<file path="config.mk">
export PLATFORM = sky130hd
export DESIGN_NAME = dma_channel_arbiter
export DESIGN_NICKNAME = d
export VERILOG_FILES = /design/src/rtl/dma_channel_arbiter.sv
export SDC_FILE = /design/constraint.sdc
export NUM_CORES = 1
export LEC_CHECK = 0
export BUFFER_PORTS_ARGS = -buffer_cell sky130_fd_sc_hd__buf_2
export CAP_MARGIN = 0
export CORE_UTILIZATION = 59
export CTS_BUF_LIST = sky130_fd_sc_hd__clkbuf_8 sky130_fd_sc_hd__clkbuf_16
export CTS_CLUSTER_SIZE = 20
export DETAILED_ROUTE_END_ITERATION = 10
export GPL_ROUTABILITY_DRIVEN = 0
export MAX_ROUTING_LAYER = met4
export PLACE_DENSITY = 0.8
export SYNTH_ARGS = -nofsm -noshare
export SYNTH_HDL_FRONTEND = slang
export SYNTH_SLANG_ARGS = --single-unit
</file>
<file path="constraint.sdc">
create_clock -name CLK -period 3.35 [get_ports CLK]
set_clock_uncertainty 0.15 [all_clocks]
set_input_delay 0.335 -clock CLK [delete_from_list [all_inputs] [get_ports CLK]]
set_output_delay 0.335 -clock CLK [all_outputs]
set_load 0.01 [all_outputs]
</file>
<file path="src/rtl/dma_channel_arbiter.sv">
// Four-channel DMA arbiter: bus hold handshake, fixed/rotating priority,
// per-channel transfer counters with terminal-count pulses.
module dma_channel_arbiter #(
    parameter int unsigned CNT_W = 8
) (
    input  logic             CLK,
    input  logic             RST,
    input  logic [3:0]       DREQ,
    input  logic [3:0]       MASK,
    input  logic             ROTATE,
    input  logic             CFG_WE,
    input  logic [1:0]       CFG_CH,
    input  logic [CNT_W-1:0] CFG_COUNT,
    input  logic             HLDA,
    output logic             HRQ,
    output logic [3:0]       DACK,
    output logic [1:0]       GRANT_CH,
    output logic             XFER,
    output logic [3:0]       TC,
    output logic             EOP
);

    typedef enum logic [1:0] {
        IDLE     = 2'd0,
        HOLD_REQ = 2'd1,
        GRANT    = 2'd2,
        RELEASE  = 2'd3
    } state_t;

    state_t           r_state;
    state_t           w_state_nxt;
    logic [CNT_W-1:0] r_count [4];
    logic [1:0]       r_ptr;
    logic [1:0]       r_grant_ch;
    logic [3:0]       r_dack;
    logic [3:0]       r_tc;
    logic             r_hrq;
    logic             r_xfer;
    logic             r_eop;

    logic [3:0]       w_elig;
    logic [1:0]       w_winner;
    logic [1:0]       w_rot_idx;
    logic [1:0]       w_ptr_nxt;
    logic [1:0]       w_grant_ch_nxt;
    logic [3:0]       w_dack_nxt;
    logic [3:0]       w_tc_nxt;
    logic             w_hrq_nxt;
    logic             w_xfer_nxt;
    logic             w_dec;
    logic             w_last;
    logic             w_cfg_block;

    always_comb begin
        for (int n = 0; n < 4; n++) begin
            w_elig[n] = DREQ[n] & ~MASK[n] & (r_count[n] != '0);
        end
    end

    // Later loop iterations have higher priority, so the last hit wins.
    always_comb begin
        w_winner  = 2'd0;
        w_rot_idx = 2'd0;
        if (!ROTATE) begin
            for (int i = 3; i >= 0; i--) begin
                if (w_elig[i]) w_winner = 2'(i);
            end
        end else begin
            for (int k = 4; k >= 1; k--) begin
                w_rot_idx = r_ptr + 2'(k);
                if (w_elig[w_rot_idx]) w_winner = w_rot_idx;
            end
        end
    end

    assign w_last      = (r_count[r_grant_ch] == CNT_W'(1));
    assign w_cfg_block = (r_state == GRANT) && (CFG_CH == r_grant_ch);

    always_comb begin
        w_state_nxt    = r_state;
        w_hrq_nxt      = r_hrq;
        w_dack_nxt     = r_dack;
        w_grant_ch_nxt = r_grant_ch;
        w_ptr_nxt      = r_ptr;
        w_xfer_nxt     = 1'b0;
        w_tc_nxt       = 4'b0000;
        w_dec          = 1'b0;
        case (r_state)
            IDLE: begin
                w_hrq_nxt  = 1'b0;
                w_dack_nxt = 4'b0000;
                if (|w_elig) begin
                    w_state_nxt = HOLD_REQ;
                    w_hrq_nxt   = 1'b1;
                end
            end
            HOLD_REQ: begin
                w_hrq_nxt = 1'b1;
                if (HLDA) begin
                    if (|w_elig) begin
                        w_state_nxt    = GRANT;
                        w_grant_ch_nxt = w_winner;
                        w_dack_nxt     = 4'b0001 << w_winner;
                    end else begin
                        w_state_nxt = RELEASE;
                        w_hrq_nxt   = 1'b0;
                    end
                end
            end
            GRANT: begin
                if (!HLDA || !DREQ[r_grant_ch] || MASK[r_grant_ch] ||
                    (r_count[r_grant_ch] == '0)) begin
                    w_state_nxt = RELEASE;
                    w_hrq_nxt   = 1'b0;
                    w_dack_nxt  = 4'b0000;
                    w_ptr_nxt   = r_grant_ch;
                end else begin
                    w_dec      = 1'b1;
                    w_xfer_nxt = 1'b1;
                    if (w_last) begin
                        w_tc_nxt    = 4'b0001 << r_grant_ch;
                        w_state_nxt = RELEASE;
                        w_hrq_nxt   = 1'b0;
                        w_dack_nxt  = 4'b0000;
                        w_ptr_nxt   = r_grant_ch;
                    end
                end
            end
            RELEASE: begin
                w_hrq_nxt  = 1'b0;
                w_dack_nxt = 4'b0000;
                if (!HLDA) w_state_nxt = IDLE;
            end
            default: begin
                w_state_nxt = IDLE;
                w_hrq_nxt   = 1'b0;
                w_dack_nxt  = 4'b0000;
            end
        endcase
    end

    always_ff @(posedge CLK or posedge RST) begin
        if (RST) begin
            r_state    <= IDLE;
            r_hrq      <= 1'b0;
            r_dack     <= 4'b0000;
            r_grant_ch <= 2'd0;
            r_ptr      <= 2'd3;
            r_xfer     <= 1'b0;
            r_tc       <= 4'b0000;
            r_eop      <= 1'b0;
        end else begin
            r_state    <= w_state_nxt;
            r_hrq      <= w_hrq_nxt;
            r_dack     <= w_dack_nxt;
            r_grant_ch <= w_grant_ch_nxt;
            r_ptr      <= w_ptr_nxt;
            r_xfer     <= w_xfer_nxt;
            r_tc       <= w_tc_nxt;
            r_eop      <= |w_tc_nxt;
        end
    end

    // A write aimed at the channel currently owning the bus is discarded.
    always_ff @(posedge CLK or posedge RST) begin
        if (RST) begin
            for (int n = 0; n < 4; n++) r_count[n] <= '0;
        end else begin
            for (int n = 0; n < 4; n++) begin
                if (w_dec && (r_grant_ch == 2'(n))) begin
                    r_count[n] <= r_count[n] - CNT_W'(1);
                end else if (CFG_WE && (CFG_CH == 2'(n)) && !w_cfg_block) begin
                    r_count[n] <= CFG_COUNT;
                end
            end
        end
    end

    assign HRQ      = r_hrq;
    assign DACK     = r_dack;
    assign GRANT_CH = r_grant_ch;
    assign XFER     = r_xfer;
    assign TC       = r_tc;
    assign EOP      = r_eop;

endmodule

</file>
==> flow_summary.ini <==
[synth]
synth_area_um2 = 3100
synth_edf_count = 0
yosysUniqueCellTypes = 62
yosys.area.top_type = dfrtp_1
synth_top_area_frac = 0.379
syn_avg_cell_area_um2 = 9.20
ys_async_sr_fraction = 1.00
yosysSeqAreaShare = 0.396
netlist_top_cells_area = dfrtp_1 (38%), inv_1 (4.4%), nor2_1 (4.1%), a21oi_1 (3.9%), ha_1 (3.6%)
synth_nets = 369
synth_seq_cells = 49
syn_inst = 337
synth_top_flop_cell = dfrtp_1
ys_warn_count = 0

[global_routing]
grt_max_degree = 50
overflow = 0
grt_pass1_vias = 2571
grt_pass1_wl_um = 12400
antenna_found_initial = 0
grt.total_usage = 0.307

[clock_network]
cts_tree = yes
cts.sinks = 49
root_buffer = clkbuf_8
clock_latency_ns = 0.31
cts.clk_slew.worst_paths_ns = 0.10
cts_buffer_depth = 2
tritoncts.num_buffers = 5
ctsHoldBuffers = 0
postCtsResizedCells = 0
cts_setup_buffers = 0
h-tree-depth = 2

[drt]
vias = 2778
antenna_left = 0
drtPass1Iterations = 5
wl_um = 7490
first_iter_violations = 307
avgViaCountPerCell = 6.27
drc = 0
avgRoutedWirePerCell_um = 16.9

[pwr]
leakagePower_nw = 1.59
sw_frac_of_total = 0.388
power.total_mw = 2.32
p_sw_uw = 901
power.share.combinational = 0.334
intPower_mw = 1.42
ir_worst_vdd_mv = 0.431
p_clk_frac = 0.216
pwr_density_cell_nw_per_um2 = 675
p_seq_frac = 0.450

[place]
dpl.cell_count = 435
io_buffers = 35
post-dp-hpwl_um = 5630

[timing]
finalSetupViolCount = 0
relSlewSlack = 0.333
slew_violations = 0
fin_crit_sh = 0.891
worst_slew_pin_slew_ns = 0.999
rsz0062_at_grt = false
fin_setup_tns_ns = 0
fmax_ghz = 0.335
hold_viol = 0
period_minus_slack_ns = 2.98

[setup_path]
worstPathMaxFanout = 15
slowest_delay_ns = 0.73
start_kind = register
critPathSlowestCell = dfrtp_1
crit_type = register to register
required_ns = 3.44
worstPathArrival_ns = 3.07
crit_path_end_kind = register
path_cells = nor4b_1, o21bai_1, o221a_1, o211ai_2, mux2_1, a21oi_1

[layout]
finish.utilization = 0.679
final-seq-area_um2 = 1230
diodes = 0
drive_gt1_frac = 0.166
finalNetCount = 404
n_fill_cell = 429
multi_input_area_um2 = 1670
areaGrowthSynthToFinish_pct = 11.2
final_cell_count_no_fill = 443

[floorplan]
dieArea_um2 = 5550
die_h_um = 74.5
core_um2 = 5070
start_util = 0.611
die_x_um = 74.5
ios = 36
rows = 26

[job]
cap_violations = 0

[hold_path]
worstHoldPathType = input pin to asynchronous set/reset pin

[outcome]
status = finished clean
## power groups by stage
stage	clock, mW	sequential, mW	combinational (mW)
after floorplan	0	0.968	0.628
after global placement	0	1.04	0.754
after detailed placement	0	1.05	0.771
after CTS	0.505	1.04	0.775
after global routing	0.528	1.08	0.878
final	0.501	1.05	0.776
## routing by layer
metal	part of all wire	GRT usage
met4	0.032	0.124
met2	0.46	0.461
met1	0.45	0.413
met5	0	-
met3	0.059	0.0488
## worst paths after layout
check,from,to,slack [ns],cells past startpoint
hold reg to reg,DACK[1]$_DFFE_PP0P_,DACK[1]$_DFFE_PP0P_,0.33,2
min in group CLK,CFG_COUNT[7],r_count[23]$_DFFE_PP0P_,0.22,3
setup / recovery,GRANT_CH[1]$_DFFE_PP0P_,r_count[11]$_DFFE_PP0P_,0.37,6
setup reg to reg,GRANT_CH[1]$_DFFE_PP0P_,r_count[11]$_DFFE_PP0P_,0.37,6
max in group asynchronous,RST,GRANT_CH[0]$_DFFE_PP0P_,2.31,2
hold / removal,RST,TC[3]$_DFF_PP0_,0.09,2
## worst max-delay path: cells and delay by family, from the launching register on
kind,cells,cell delay [ns]
DFF,1,0.73
AOI/OAI and AO/OA,4,1.27
muxes,1,0.38
and+or+nand+nor,1,0.40
## cell usage after synthesis (all sizes together), types with 9 or more instances
library cell and instances:
mux2i 10, dfrtp 47, a21oi 24, o22ai 10, nor2 34, ha 9, a31oi 10, o31ai 12
inv 36, o21ai 10, nand2 24
## state kept, by name, indices dropped and copies added (netlist names)
name / count
HRQ: 1
DACK: 4
GRANT_CH: 2
TC: 4
EOP: 1
r_ptr: 2
r_count: 32
XFER: 1
r_state: 2
## through the flow
step	instance area (µm²)	setup slack, ns	hold WS (ns)
final	3450	0.367	0.0925
after global placement	3310	0.561	0.308
after floorplan	3100	0.898	0.331
after detailed placement	3310	0.416	0.305
after CTS	3450	0.392	0.144
after global routing	3450	0.210	0.194
## cells in the final DEF (no fill, tap or decap), types with 3 or more instances in the layout
| cell | Yosys | layout |
|---|---|---|
| dfrtp_1 | 47 | 47 |
| inv_1 | 36 | 35 |
| buf_2 | 4 | 35 |
| nor2_1 | 34 | 34 |
| nand2_1 | 24 | 24 |
| a21oi_1 | 24 | 24 |
| o31ai_1 | 12 | 12 |
| mux2i_1 | 10 | 10 |
| a31oi_1 | 10 | 10 |
| o22ai_1 | 10 | 10 |
| ha_1 | 9 | 9 |
| a221o_1 | 8 | 8 |
| nor3_1 | 7 | 7 |
| nor3b_1 | 6 | 6 |
| nand2b_1 | 6 | 6 |
| nand3_1 | 6 | 6 |
| nor4_1 | 5 | 5 |
| o21ai_1 | 5 | 5 |
| clkbuf_8 | 0 | 5 |
| nand4_1 | 4 | 4 |
| and2_1 | 4 | 4 |
| a211o_1 | 4 | 4 |
| a21o_1 | 4 | 4 |
| mux2_1 | 4 | 4 |
| nor4b_1 | 3 | 3 |
| o21a_1 | 3 | 3 |
| o21ai_0 | 3 | 3 |
## layout make-up
class                      instances  share of cell area
clock buffer                       5              0.0200
clock inverter                     3              0.0189
inverter                          36              0.0392
multi-input combinational        243               0.485
sequential                        49               0.357
tap                               70              0.0254
timing repair buffer              37              0.0552
## cells by family after synthesis
group	count (synthesis)	share of synthesized area
AOI/OAI and AO/OA	102	0.230
DFF	49	0.396
adders and majority gates	9	0.0363
and+or+nand+nor	115	0.207
buffers and inverters	45	0.0646
muxes	17	0.0662
No activity file was read; power rests on OpenSTA's default activity.
